$ cat src/rtl/mmio_io_ctrl.sv
// Memory-mapped I/O on the data-memory bus: debounced switches, LED words and a scanned 4-digit 7-segment display.
// Define MMIO_SW_IRQ_EN to add the sticky switch-change status register (offset 0x210) and the o_irq output.
module mmio_io_ctrl #(
    parameter int             N          = 64,
    parameter int             NUM_SW_CH  = 1,
    parameter int             NUM_LED_CH = 1,
    parameter logic [N-1:0]   BASE_ADDR  = 'h8000,
    parameter int             DEB_CYCLES = 4,
    parameter int             SCAN_DIV   = 14
) (
    input  logic                    i_mclk,
    input  logic                    i_reset,
    input  logic [N-1:0]            i_addr,
    input  logic [N-1:0]            i_wdata,
    input  logic                    i_we,
    input  logic                    i_re,
    input  logic [N-1:0]            i_mem_rdata,
    output logic [N-1:0]            o_rdata,
    output logic                    o_hit,
    input  logic [16*NUM_SW_CH-1:0] i_sw,
    output logic [16*NUM_LED_CH-1:0] o_led,
    output logic [7:0]              o_seg,
    output logic [3:0]              o_dig_en
`ifdef MMIO_SW_IRQ_EN
    ,
    output logic                    o_irq
`endif
);

    localparam int            CW      = (DEB_CYCLES > 1) ? $clog2(DEB_CYCLES) : 1;
    localparam logic [CW-1:0] CNT_MAX = CW'(DEB_CYCLES - 1);

    logic [N-1:0]                  off;
    logic                          in_win;
    logic [NUM_SW_CH-1:0]          sw_sel;
    logic [NUM_LED_CH-1:0]         led_sel;
    logic                          disp_sel;
    logic                          blank_sel;
    logic [N-1:0]                  io_data;

    logic [NUM_SW_CH-1:0][15:0]    sw_sync1;
    logic [NUM_SW_CH-1:0][15:0]    sw_sync2;
    logic [NUM_SW_CH-1:0][15:0]    sw_cand;
    logic [NUM_SW_CH-1:0][15:0]    sw_stable;
    logic [NUM_SW_CH-1:0][CW-1:0]  sw_cnt;

    logic [NUM_LED_CH-1:0][15:0]   led_q;
    logic [15:0]                   disp;
    logic [3:0]                    blank;
    logic [SCAN_DIV-1:0]           scan_cnt;
    logic [1:0]                    idx;
    logic [3:0]                    nibble;

    logic                          unused_bits;

    assign unused_bits = ^{i_re, i_wdata[N-1:16]};

    // Offset is only meaningful at or above the base; below it the subtraction wraps.
    assign off       = i_addr - BASE_ADDR;
    assign in_win    = (i_addr >= BASE_ADDR);
    assign disp_sel  = in_win && (off == N'(512));
    assign blank_sel = in_win && (off == N'(520));

    always_comb begin
        sw_sel  = '0;
        led_sel = '0;
        for (int k = 0; k < NUM_SW_CH; k++) begin
            sw_sel[k] = in_win && (off == N'(8 * k));
        end
        for (int k = 0; k < NUM_LED_CH; k++) begin
            led_sel[k] = in_win && (off == N'(256 + 8 * k));
        end
    end

`ifdef MMIO_SW_IRQ_EN
    logic                 irq_sel;
    logic [NUM_SW_CH-1:0] irq_stat;
    logic [NUM_SW_CH-1:0] sw_chg;
    logic [NUM_SW_CH-1:0] irq_clr;

    assign irq_sel = in_win && (off == N'(528));
    assign irq_clr = (i_we && irq_sel) ? i_wdata[NUM_SW_CH-1:0] : '0;

    // A channel changes on exactly the edge where its candidate is accepted as new stable value.
    always_comb begin
        sw_chg = '0;
        for (int k = 0; k < NUM_SW_CH; k++) begin
            sw_chg[k] = (sw_sync2[k] == sw_cand[k]) && (sw_cnt[k] == CNT_MAX)
                        && (sw_cand[k] != sw_stable[k]);
        end
    end

    always_ff @(posedge i_mclk) begin
        if (i_reset) begin
            irq_stat <= '0;
            o_irq    <= 1'b0;
        end else begin
            irq_stat <= (irq_stat & ~irq_clr) | sw_chg;
            o_irq    <= |irq_stat;
        end
    end
`endif

    always_comb begin
        o_hit   = 1'b0;
        io_data = '0;
        for (int k = 0; k < NUM_SW_CH; k++) begin
            if (sw_sel[k]) begin
                o_hit   = 1'b1;
                io_data = N'(sw_stable[k]);
            end
        end
        for (int k = 0; k < NUM_LED_CH; k++) begin
            if (led_sel[k]) begin
                o_hit   = 1'b1;
                io_data = N'(led_q[k]);
            end
        end
        if (disp_sel) begin
            o_hit   = 1'b1;
            io_data = N'(disp);
        end
        if (blank_sel) begin
            o_hit   = 1'b1;
            io_data = N'(blank);
        end
`ifdef MMIO_SW_IRQ_EN
        if (irq_sel) begin
            o_hit   = 1'b1;
            io_data = N'(irq_stat);
        end
`endif
    end

    assign o_rdata = o_hit ? io_data : i_mem_rdata;

    always_ff @(posedge i_mclk) begin
        if (i_reset) begin
            led_q <= '0;
            disp  <= '0;
            blank <= 4'hF;
        end else if (i_we) begin
            for (int k = 0; k < NUM_LED_CH; k++) begin
                if (led_sel[k]) led_q[k] <= i_wdata[15:0];
            end
            if (disp_sel)  disp  <= i_wdata[15:0];
            if (blank_sel) blank <= i_wdata[3:0];
        end
    end

    assign o_led = led_q;

    // Each 16-bit word debounces as a unit: any bit moving restarts the stability count.
    always_ff @(posedge i_mclk) begin
        if (i_reset) begin
            sw_sync1  <= '0;
            sw_sync2  <= '0;
            sw_cand   <= '0;
            sw_stable <= '0;
            sw_cnt    <= '0;
        end else begin
            sw_sync1 <= i_sw;
            sw_sync2 <= sw_sync1;
            for (int k = 0; k < NUM_SW_CH; k++) begin
                if (sw_sync2[k] != sw_cand[k]) begin
                    sw_cand[k] <= sw_sync2[k];
                    sw_cnt[k]  <= '0;
                end else if (sw_cnt[k] == CNT_MAX) begin
                    sw_stable[k] <= sw_cand[k];
                end else begin
                    sw_cnt[k] <= sw_cnt[k] + 1'b1;
                end
            end
        end
    end

    function automatic logic [6:0] hex7(input logic [3:0] v);
        case (v)
            4'h0: hex7 = 7'h40;
            4'h1: hex7 = 7'h79;
            4'h2: hex7 = 7'h24;
            4'h3: hex7 = 7'h30;
            4'h4: hex7 = 7'h19;
            4'h5: hex7 = 7'h12;
            4'h6: hex7 = 7'h02;
            4'h7: hex7 = 7'h78;
            4'h8: hex7 = 7'h00;
            4'h9: hex7 = 7'h10;
            4'hA: hex7 = 7'h08;
            4'hB: hex7 = 7'h03;
            4'hC: hex7 = 7'h46;
            4'hD: hex7 = 7'h21;
            4'hE: hex7 = 7'h06;
            default: hex7 = 7'h0E;
        endcase
    endfunction

    assign nibble = disp[{idx, 2'b00} +: 4];

    // Segment and enable registers track the current digit one clock behind the index.
    always_ff @(posedge i_mclk) begin
        if (i_reset) begin
            scan_cnt <= '0;
            idx      <= 2'd0;
            o_dig_en <= 4'b1110;
            o_seg    <= 8'hFF;
        end else begin
            scan_cnt <= scan_cnt + 1'b1;
            if (&scan_cnt) idx <= idx + 2'd1;
            o_dig_en <= ~(4'b0001 << idx);
            o_seg    <= blank[idx] ? 8'hFF : {1'b1, hex7(nibble)};
        end
    end

endmodule

$ cat config.mk
export PLATFORM = sky130hd
export DESIGN_NAME = mmio_io_ctrl
export DESIGN_NICKNAME = d
export VERILOG_FILES = /design/src/rtl/mmio_io_ctrl.sv
export SDC_FILE = /design/constraint.sdc
export NUM_CORES = 1
export LEC_CHECK = 0
export ABC_AREA = 1
export ABC_CLOCK_PERIOD_IN_PS = 3500
export BUFFER_PORTS_ARGS = -buffer_cell sky130_fd_sc_hd__buf_2
export CELL_PAD_IN_SITES_DETAIL_PLACEMENT = 1
export CELL_PAD_IN_SITES_GLOBAL_PLACEMENT = 2
export CORE_MARGIN = 5
export CORE_UTILIZATION = 26
export DETAILED_ROUTE_END_ITERATION = 10
export GPL_ROUTABILITY_DRIVEN = 0
export HOLD_SLACK_MARGIN = 0.08
export PLACE_DENSITY = 0.93
export SYNTH_ARGS = -nofsm -noshare
export SYNTH_HDL_FRONTEND = slang
export SYNTH_SLANG_ARGS = --single-unit
export TNS_END_PERCENT = 100
$ cat constraint.sdc
create_clock -name i_mclk -period 3.5 [get_ports i_mclk]
set_input_delay 0.175 -clock i_mclk [delete_from_list [all_inputs] [get_ports i_mclk]]
set_output_delay 0.175 -clock i_mclk [all_outputs]
set_load 0.005 [all_outputs]
==> results.cfg, run 1 <==
[synthesis]
synthTopCellsByCount = nand2_1, nor2_1, inv_1, dfxtp_1, nand3_1
synth_nets = 1652
synthMuxAreaShare = 0.00121
synth_edf_count = 0
ys_seq_area_frac = 0.312
synthSimpleGateAreaFrac = 0.461
synth_top_area_share = 0.312
synth_area_mm2 = 0.00826
synth.area.top_cells = dfxtp_1, nand2_1, nor2_1
yosys_warnings = 0
async_flop_share = 0
syn_inst = 1427
synth_area_leader_cell = dfxtp_1
synthFlopType = dfxtp_1
synthXorXnorAreaFrac = 0.0191
yosysMostFrequentCell = nand2_1
synth_top_family_by_area = simple AND/OR/NAND/NOR gates
synth-adder-area-share = 0.0197
synth_compound_area_frac = 0.0527
ys_types = 39
syn_area_per_cell_um2 = 5.79
ys_seq_elements = 129

[place]
post_dp_cell_area_mm2 = 0.0100
io_buffers = 254
placed_cells = 2059
dp_hpwl_um = 25000

[timing]
setup_violations = 0
fmax_mhz = 320
maxSlewHeadroom = 0.398
finalCritPeriodShare = 0.893
skew_ns = 0.00755
finalHoldViolations = 0
slew_viol_final = 0
rsz0062_at_grt = no
finalSetupTns_ns = 0
period_needed_ns = 3.13
worst_pin_slew_ns = 0.896

[cts]
cts_setup_buffers = 0
cts_buffer_depth = 2
cts.clk_slew.worst_paths_ns = 0.06
cts_buffers = 17
htree_levels = 4
cts.sinks = 129
clockRootBuffer = clkbuf_16
clock_latency_ns = 0.42
cts_tree = yes

[min_path]
holdPathEnd = blank[0]$_SDFFE_PP1P_
holdPathStages = 3
hp-start = i_we
hold_path_class = input port to flip-flop

[critical_path]
cp_cell_sequence = buf_2 -> inv_1 -> ha_1 -> nand2_2 -> nor2_1 -> nand2_1 -> nand2_1 -> nand2_1 -> nor3_1 -> inv_1 -> nor3_1 -> o21ai_2 -> buf_4 -> nand3_1 -> nand2_1 -> buf_2
startpoint_type = input port
ff2ff_path_depth = 7
crit_required_ns = 3.32
max_stage_delay_ns = 0.41
crit_family = simple AND/OR/NAND/NOR gates
path_common_cell = nand2_1
rrSetupSlack_ns = 0.92
crit_fanout = 15
r2r_end = o_seg[0]$_SDFF_PP1_
slowest_stage = nor3_1
cp_num_cells = 16
endpoint_kind = output pin
r2r_start = idx[0]$_SDFFE_PP0P_
crit_type = input port to output pin
critPathArrivalTime_ns = 2.95
critical_path_buf_inv_count = 5

[power_and_ir_drop]
irDropWorstVdd_mv = 0.240
power_density_mw_per_mm2 = 331
power.leakage_uw = 0.00550

[grt]
grt_first_pass_wirelength_um = 49700
grt_pass1_vias = 10000
track_usage = 0.170
grt_overflow = 0
grt_max_degree = 67
antenna_found_initial = 5

[detailed_routing]
via_per_inst = 4.53
drtIter0Drc = 312
dr_total_vias = 9636
routedWlPerCell_um = 14.4
drc = 0
ant_nets = 0
drt_wl_total_um = 30700
drt_first_pass_iters = 4

[floorplan]
rows = 65
dieArea_mm2 = 0.0355
core_mm2 = 0.0315
fp.dieW_um = 188
start_util = 0.263
ios = 305
die_y_um = 188

[finish]
final_area_mm2 = 0.0109
post-route-util = 0.347
area_growth_pct = 32.2
num-fill-cells = 4232
drive_gt1_frac = 0.193
instances_no_fill = 2129
fin_nets = 1934

[outcome]
status = completed

[job]
drv_cap = 0
==> worst min-delay path, stage by stage <==
cell and delay, ns:
buf_2 0.15, nand4_1 0.10, nand3_1 0.07
==> power by group <==
part / switching (uW) / leakage [uW] / internal (uW) / total, uW
combinational: 244 / 0.00418 / 192 / 436
clock: 741 / 0.000265 / 931 / 1670
sequential: 12.8 / 0.00105 / 1490 / 1510
total: 998 / 0.00550 / 2620 / 3610
==> sequential cells by signal, indices dropped and copies added, names as in the netlist <==
register / flops
disp: 16
scan_cnt: 14
o_dig_en: 4
blank: 4
sw_cnt: 2
o_led: 16
o_seg: 7
idx: 2
sw_sync2: 16
sw_stable: 16
sw_cand: 16
sw_sync1: 16
==> worst max-delay path by stage <==
stage,start,endpoint
finish,i_addr[15],o_rdata[7]
global route,i_addr[15],o_rdata[16]
CTS,i_addr[15],o_rdata[7]
detailed placement,i_addr[15],o_rdata[7]
global placement,i_addr[15],o_rdata[7]
floorplan,i_addr[15],o_rdata[44]
==> cell type report <==
class	instances	area [um^2]	area share
clock buffer	18	429	0.0393
multi-input combinational	1011	4590	0.420
antenna	5	12.5	0.00115
sequential	129	2580	0.236
inverter	247	927	0.0849
timing repair buffer	303	1760	0.161
tap	402	503	0.0460
clock inverter	14	123	0.0112
==> per-stage QoR <==
stage | setup WS, ns | power, uW | hold slack [ns]
3_3_place_gp | 0.334 | 1940 | 0.375
2_1_floorplan | 1.09 | 1730 | 0.282
4_1_cts | 0.259 | 3670 | 0.0997
3_5_place_dp | 0.263 | 1950 | 0.383
5_1_grt | 0.0105 | 3790 | 0.135
6_report | 0.373 | 3610 | 0.126
==> layer usage <==
layer | vias up | track usage | wire, um
met3 | 43 | 0.0467 | 2040
met1 | 4413 | 0.200 | 13400
met5 | - | 0 | 27
li1 | 4941 | - | -
met4 | 4 | 0.0446 | 541
met2 | 235 | 0.304 | 14800
==> cells by family after synthesis <==
group,after synthesis
DFF,129
xor gates and xnor gates,18
AOI/OAI and AO/OA,79
muxes,1
buffers and inverters,287
and+or+nand+nor,899
adders and majority gates,13
other,1
==> repair_timing <==
item,CTS,global route
gates resized for setup,0,2
setup endpoints to repair,0,13
hold buffers,33,0
hold endpoints to repair,50,0
==> cell usage in the layout (no fill, tap or decap), types with 2 or more instances in the layout <==
| cell | n |
|---|---|
| a2111oi_0 | 2 |
| a21oi_1 | 38 |
| a32oi_1 | 3 |
| and2_1 | 2 |
| buf_12 | 3 |
| buf_2 | 254 |
| buf_4 | 13 |
| clkbuf_16 | 17 |
| clkinvlp_4 | 3 |
| dfxtp_1 | 129 |
| diode_2 | 5 |
| dlygate4sd3_1 | 33 |
| ha_1 | 13 |
| inv_1 | 246 |
| inv_6 | 6 |
| inv_8 | 3 |
| nand2_1 | 357 |
| nand2_2 | 8 |
| nand3_1 | 83 |
| nand3_2 | 3 |
| nand3b_1 | 6 |
| nand4_1 | 54 |
| nor2_1 | 340 |
| nor2_2 | 7 |
| nor2_4 | 7 |
| nor3_1 | 21 |
| nor4_1 | 4 |
| o21ai_0 | 26 |
| o21ai_1 | 3 |
| o21ai_2 | 2 |
| o311ai_0 | 2 |
| or2_2 | 4 |
| xnor2_1 | 7 |
| xor2_1 | 11 |
Note: power is estimated with default switching activity, not from simulation.
==> run 2: changes to the inputs <==
--- a/config.mk
+++ b/config.mk
@@ -16,6 +16,7 @@
 export GPL_ROUTABILITY_DRIVEN = 0
 export HOLD_SLACK_MARGIN = 0.08
 export PLACE_DENSITY = 0.93
+export RECOVER_POWER = 100
 export SYNTH_ARGS = -nofsm -noshare
 export SYNTH_HDL_FRONTEND = slang
 export SYNTH_SLANG_ARGS = --single-unit
==> run 2 against run 1 <==
  * Global-route usage unchanged
  * Flip-flop and latch count unchanged
  * Die area stayed put
  * Core utilization fell by 0.34 points
  * Sequential share of layout area grew 0.23 points
  * Sequential power about the same
  * Combinational power decreased by 1%
  * Register-to-register slack worse by 0.02 ns
  * Worst setup slack got worse by 0.023 ns
  * Clock power barely moved
==> results.cfg, run 2 (synthesis gave the netlist of run 1 again) <==
[outcome]
status = completed

[power_and_ir_drop]
power_frac_comb = 0.119
irDropWorstVdd_mv = 0.240
power_density_mw_per_mm2 = 334
p_clk_frac = 0.463
switchingPower_uw = 1000
swShare = 0.277
p_seq_frac = 0.417
power.leakage_uw = 0.00531
p_int_uw = 2610

[critical_path]
crit_required_ns = 3.32
rrSetupSlack_ns = 0.90
critPathArrivalTime_ns = 2.98
crit_type = input port to output pin
startpoint = i_addr[15]
crit_fanout = 33
startpoint_type = input port
endpoint_kind = output pin
r2r_start = idx[0]$_SDFFE_PP0P_

[floorplan]
dieArea_mm2 = 0.0355
ios = 305
die_y_um = 188
rows = 65
start_util = 0.263
fp.dieW_um = 188
core_mm2 = 0.0315

[detailed_routing]
drc = 0
dr_total_vias = 9608
ant_nets = 0
routedWlPerCell_um = 14.5
via_per_inst = 4.52
drt_first_pass_iters = 4
drt_wl_total_um = 30800
drtIter0Drc = 329

[finish]
final_area_mm2 = 0.0108
area_growth_pct = 30.9
drive_gt1_frac = 0.154
fin_nets = 1934
final_common_cell = nand2_1
num-fill-cells = 4254
seqCellArea_mm2 = 0.00258
layout_common_cells = nand2_1, nor2_1, inv_1
multi_input_area_mm2 = 0.00458

[grt]
track_usage = 0.170
antenna_found_initial = 5
grt_max_degree = 67
grt_first_pass_wirelength_um = 49700
grt_pass1_vias = 10000
grt_overflow = 0

[job]
drv_cap = 0

[cts]
clock_latency_ns = 0.42
cts.clk_slew.worst_paths_ns = 0.06
cts_buffer_depth = 2
cts.sinks = 129
cts_tree = yes
cts_buffers = 17
htree_levels = 4
cts_setup_buffers = 0
clockRootBuffer = clkbuf_16

[timing]
period_needed_ns = 3.15
finalCritPeriodShare = 0.900
finalSetupTns_ns = 0
skew_ns = 0.00782
finalHoldViolations = 0
maxSlewHeadroom = 0.160
worst_pin_slew_ns = 1.26
holdWs_ns = 0.110
setup_violations = 0
rsz0062_at_grt = no
fmax_mhz = 317
slew_viol_final = 0

[min_path]
hp-start = i_we
hold_path_class = input port to flip-flop

[place]
io_buffers = 254
dp_hpwl_um = 25000
post_dp_cell_area_mm2 = 0.0100
[run 2: power by group through the flow]
stage | Combinational [uW] | Sequential (uW) | Clock, uW
floorplan | 193 | 1540 | 0
global placement | 398 | 1540 | 0
detailed placement | 408 | 1540 | 0
CTS | 440 | 1510 | 1720
global route | 489 | 1510 | 1780
finish | 431 | 1510 | 1670
[run 2: layout make-up]
class	instances	share of cell area
diodes	4	0.000925
multi-input cells	1011	0.423
clock buffers	18	0.0397
repair buffers	303	0.154
flip-flops and latches	129	0.239
clock inverters	14	0.0113
well taps	402	0.0465
inverters	247	0.0857
[run 2: per-stage QoR]
stage | total power [uW] | utilization | setup WS (ns) | instances
after floorplan | 1730 | - | 1.09 | 1427
after global placement | 1940 | 0.318 | 0.334 | 2059
after detailed placement | 1950 | 0.318 | 0.263 | 2059
after CTS | 3670 | 0.346 | 0.259 | 2124
after global routing | 3780 | 0.344 | 0.00548 | 2127
final | 3610 | 0.344 | 0.350 | 2128
[run 2: worst paths after layout]
check,endpoint,depth (start not counted)
hold reg to reg,sw_sync2[3]$_SDFF_PP0_,2
setup / recovery,o_rdata[0],19
setup reg to reg,o_seg[0]$_SDFF_PP1_,7
hold / removal,blank[0]$_SDFFE_PP1P_,3
[run 2: worst max-delay path, stage by stage]
cell      delay (ns)
clkbuf_1        0.11
inv_1           0.14
ha_1            0.24
nand2_2         0.14
nor2_1          0.30
nand2_1         0.16
o21ai_0         0.18
nand2_1         0.09
inv_1           0.06
nand2_1         0.04
nor2_1          0.10
nand2_1         0.07
nor2_1          0.28
buf_12          0.23
and2_1          0.18
buf_4           0.13
nand3_1         0.07
nand3_1         0.11
clkbuf_2        0.15
[run 2: repair_timing]
item                                   in CTS  in global routing
endpoints found under the hold margin      50                  0
hold buffers                               33                  0
setup endpoints to repair                   0                 13
gates resized for setup                     0                  2
[run 2: layer usage]
metal | track usage | part of all wire | vias to the layer above | routed length, um
met5 | 0 | 0.00088 | - | 27
met4 | 0.0446 | 0.016 | 4 | 485
met3 | 0.0467 | 0.066 | 41 | 2050
met2 | 0.304 | 0.48 | 231 | 14800
met1 | 0.200 | 0.44 | 4393 | 13500
li1 | - | - | 4939 | -
==> run 3: changes to the inputs <==
--- a/config.mk
+++ b/config.mk
@@ -6,16 +6,16 @@
 export NUM_CORES = 1
 export LEC_CHECK = 0
 export ABC_AREA = 1
-export ABC_CLOCK_PERIOD_IN_PS = 3500
+export ABC_CLOCK_PERIOD_IN_PS = 3100
 export BUFFER_PORTS_ARGS = -buffer_cell sky130_fd_sc_hd__buf_2
 export CELL_PAD_IN_SITES_DETAIL_PLACEMENT = 1
 export CELL_PAD_IN_SITES_GLOBAL_PLACEMENT = 2
 export CORE_MARGIN = 5
-export CORE_UTILIZATION = 26
+export CORE_UTILIZATION = 24
 export DETAILED_ROUTE_END_ITERATION = 10
 export GPL_ROUTABILITY_DRIVEN = 0
 export HOLD_SLACK_MARGIN = 0.08
-export PLACE_DENSITY = 0.93
+export PLACE_DENSITY = 0.88
 export RECOVER_POWER = 100
 export SYNTH_ARGS = -nofsm -noshare
 export SYNTH_HDL_FRONTEND = slang
==> constraint.sdc (replaced) <==
create_clock -name i_mclk -period 3.1 [get_ports i_mclk]
set_input_delay 0.155 -clock i_mclk [delete_from_list [all_inputs] [get_ports i_mclk]]
set_output_delay 0.155 -clock i_mclk [all_outputs]
set_load 0.005 [all_outputs]
==> run 3 against run 2 <==
  * Cell area is 2.8% higher
  * Clock-buffer cell count grew 1
  * Critical path depth rose by 1
  * Wire length up 2.0%
  * Core utilization shrank 1.9 points
  * Global-route usage shrank 1.2 points
  * Sequential power rose by 13%
  * Cell count rose by 2.7%
  * First-iteration DRC count increased by 16%
  * Flip-flop and latch count unchanged
==> results.cfg, run 3 (synthesis gave the netlist of run 1 again) <==
[power_and_ir_drop]
power_density_mw_per_mm2 = 373
irDropWorstVdd_mv = 0.279
power.leakage_uw = 0.00550

[critical_path]
endpoint_kind = output pin
startpoint_type = input port
critPathArrivalTime_ns = 2.70
crit_required_ns = 2.94
crit_fanout = 24
crit_type = input port to output pin

[finish]
layout_common_cells = nand2_1, nor2_1, inv_1
final_area_mm2 = 0.0111
num-fill-cells = 4572
drive_gt1_frac = 0.188
instances_no_fill = 2186
final_common_cell = nand2_1
area_growth_pct = 34.5
fin_nets = 1943

[timing]
finalCritPeriodShare = 0.921
finalHoldViolations = 0
period_needed_ns = 2.86
fmax_mhz = 350
skew_ns = 0.0122
maxSlewHeadroom = 0.00982
worst_pin_slew_ns = 1.49
rsz0062_at_grt = yes
holdWs_ns = 0.111
setup_violations = 0
slew_viol_final = 0
setup_ws_ns = 0.244

[detailed_routing]
dr_total_vias = 9700
via_per_inst = 4.44
drt_first_pass_iters = 5
drtIter0Drc = 383
drt_wl_total_um = 31400
routedWlPerCell_um = 14.4
drc = 0
ant_nets = 0

[place]
dp_hpwl_um = 25400
post_dp_cell_area_mm2 = 0.0101
dp_slack_ns = 0.0501
io_buffers = 254
placed_cells = 2115

[grt]
antenna_found_initial = 1
grt_max_degree = 74
grt_overflow = 0
track_usage = 0.158
grt_first_pass_wirelength_um = 49500
grt_pass1_vias = 9824

[floorplan]
ios = 305
start_util = 0.241
dieArea_mm2 = 0.0382
die_y_um = 196
core_mm2 = 0.0343
fp.dieW_um = 196
rows = 68

[cts]
cts_buffers = 17
cts.sinks = 129
cts_buffer_depth = 2
clock_latency_ns = 0.42
cts_tree = yes
clockRootBuffer = clkbuf_16
cts.clk_slew.worst_paths_ns = 0.06
htree_levels = 4

[outcome]
status = completed

[job]
drv_cap = 0

[min_path]
hold_path_class = input port to flip-flop
## run 3: cell count changes in the layout (fill, tap and decap cells not counted), moves of 2 or more
cell	change
buf_12	+2
inv_8	-3
diode_2	-3
buf_4	+10
buf_2	+56
clkbuf_1	-40
nor2_1	-7
nor2_4	+5
nor2_2	+3
clkbuf_8	+2
clkbuf_2	-19
## run 3: worst max-delay path, cell delays in order
cell	delay, ns
buf_2	0.12
inv_1	0.08
ha_2	0.23
nand2_4	0.11
nor2_8	0.15
nand2_2	0.14
inv_1	0.12
nand3_1	0.07
nand2_1	0.11
nand2_1	0.08
nor2_1	0.12
nand2_1	0.06
nor2_1	0.13
nand2_1	0.13
nor2_4	0.17
o21ai_2	0.14
nand2_2	0.18
clkbuf_16	0.22
nor2_1	0.05
buf_2	0.12
## run 3: layer usage
metal,part of all wire,up-vias,GRT usage,routed length [um]
li1,-,4951,-,-
met1,0.44,4511,0.190,13900
met2,0.48,214,0.283,15200
met3,0.062,24,0.0412,1960
met4,0.013,0,0.0305,408
met5,0,-,0,0
## run 3: repair_timing
| item | in CTS | in global routing |
|---|---|---|
| gates resized for setup | 0 | 15 |
| hold buffers | 32 | 0 |
| endpoints found under the setup margin | 0 | 65 |
| buffers inserted | 0 | 5 |
| hold endpoints to repair | 51 | 0 |
## run 3: final cells by class
cell class                 count  area, um^2  area share
multi-input combinational   1012        4640       0.417
clock inverter                12         120      0.0108
timing repair buffer         311        1830       0.164
antenna                        1        2.50    0.000225
sequential                   129        2580       0.232
inverter                     247         927      0.0834
clock buffer                  19         453      0.0407
tap                          455         569      0.0512
## run 3: report_power, final
part           switching [uW]  total, uW  leakage [uW]  internal, uW
sequential               13.9       1700       0.00105          1690
combinational             280        498       0.00417           218
clock                     793       1950      0.000278          1160
total                    1090       4150       0.00550          3060
## run 3: final timing paths
| check | to | from | cells after the start | slack (ns) |
|---|---|---|---|---|
| worst max register to register | o_seg[0]$_SDFF_PP1_ | idx[0]$_SDFFE_PP0P_ | 8 | 0.62 |
| worst min-delay path | blank[1]$_SDFFE_PP1P_ | i_we | 3 | 0.11 |
| worst min register to register | sw_sync2[8]$_SDFF_PP0_ | sw_sync1[8]$_SDFF_PP0_ | 2 | 0.40 |
| worst max-delay path | o_rdata[29] | i_addr[15] | 20 | 0.24 |
## run 3: per-stage QoR
stage          setup TNS, ns   util  power, uW
6_report                   0  0.324       4150
5_1_grt               -0.346  0.324       4340
4_1_cts                    0  0.322       4200
3_5_place_dp               0  0.296       2200
3_3_place_gp               0  0.296       2190
2_1_floorplan              0      -       1950
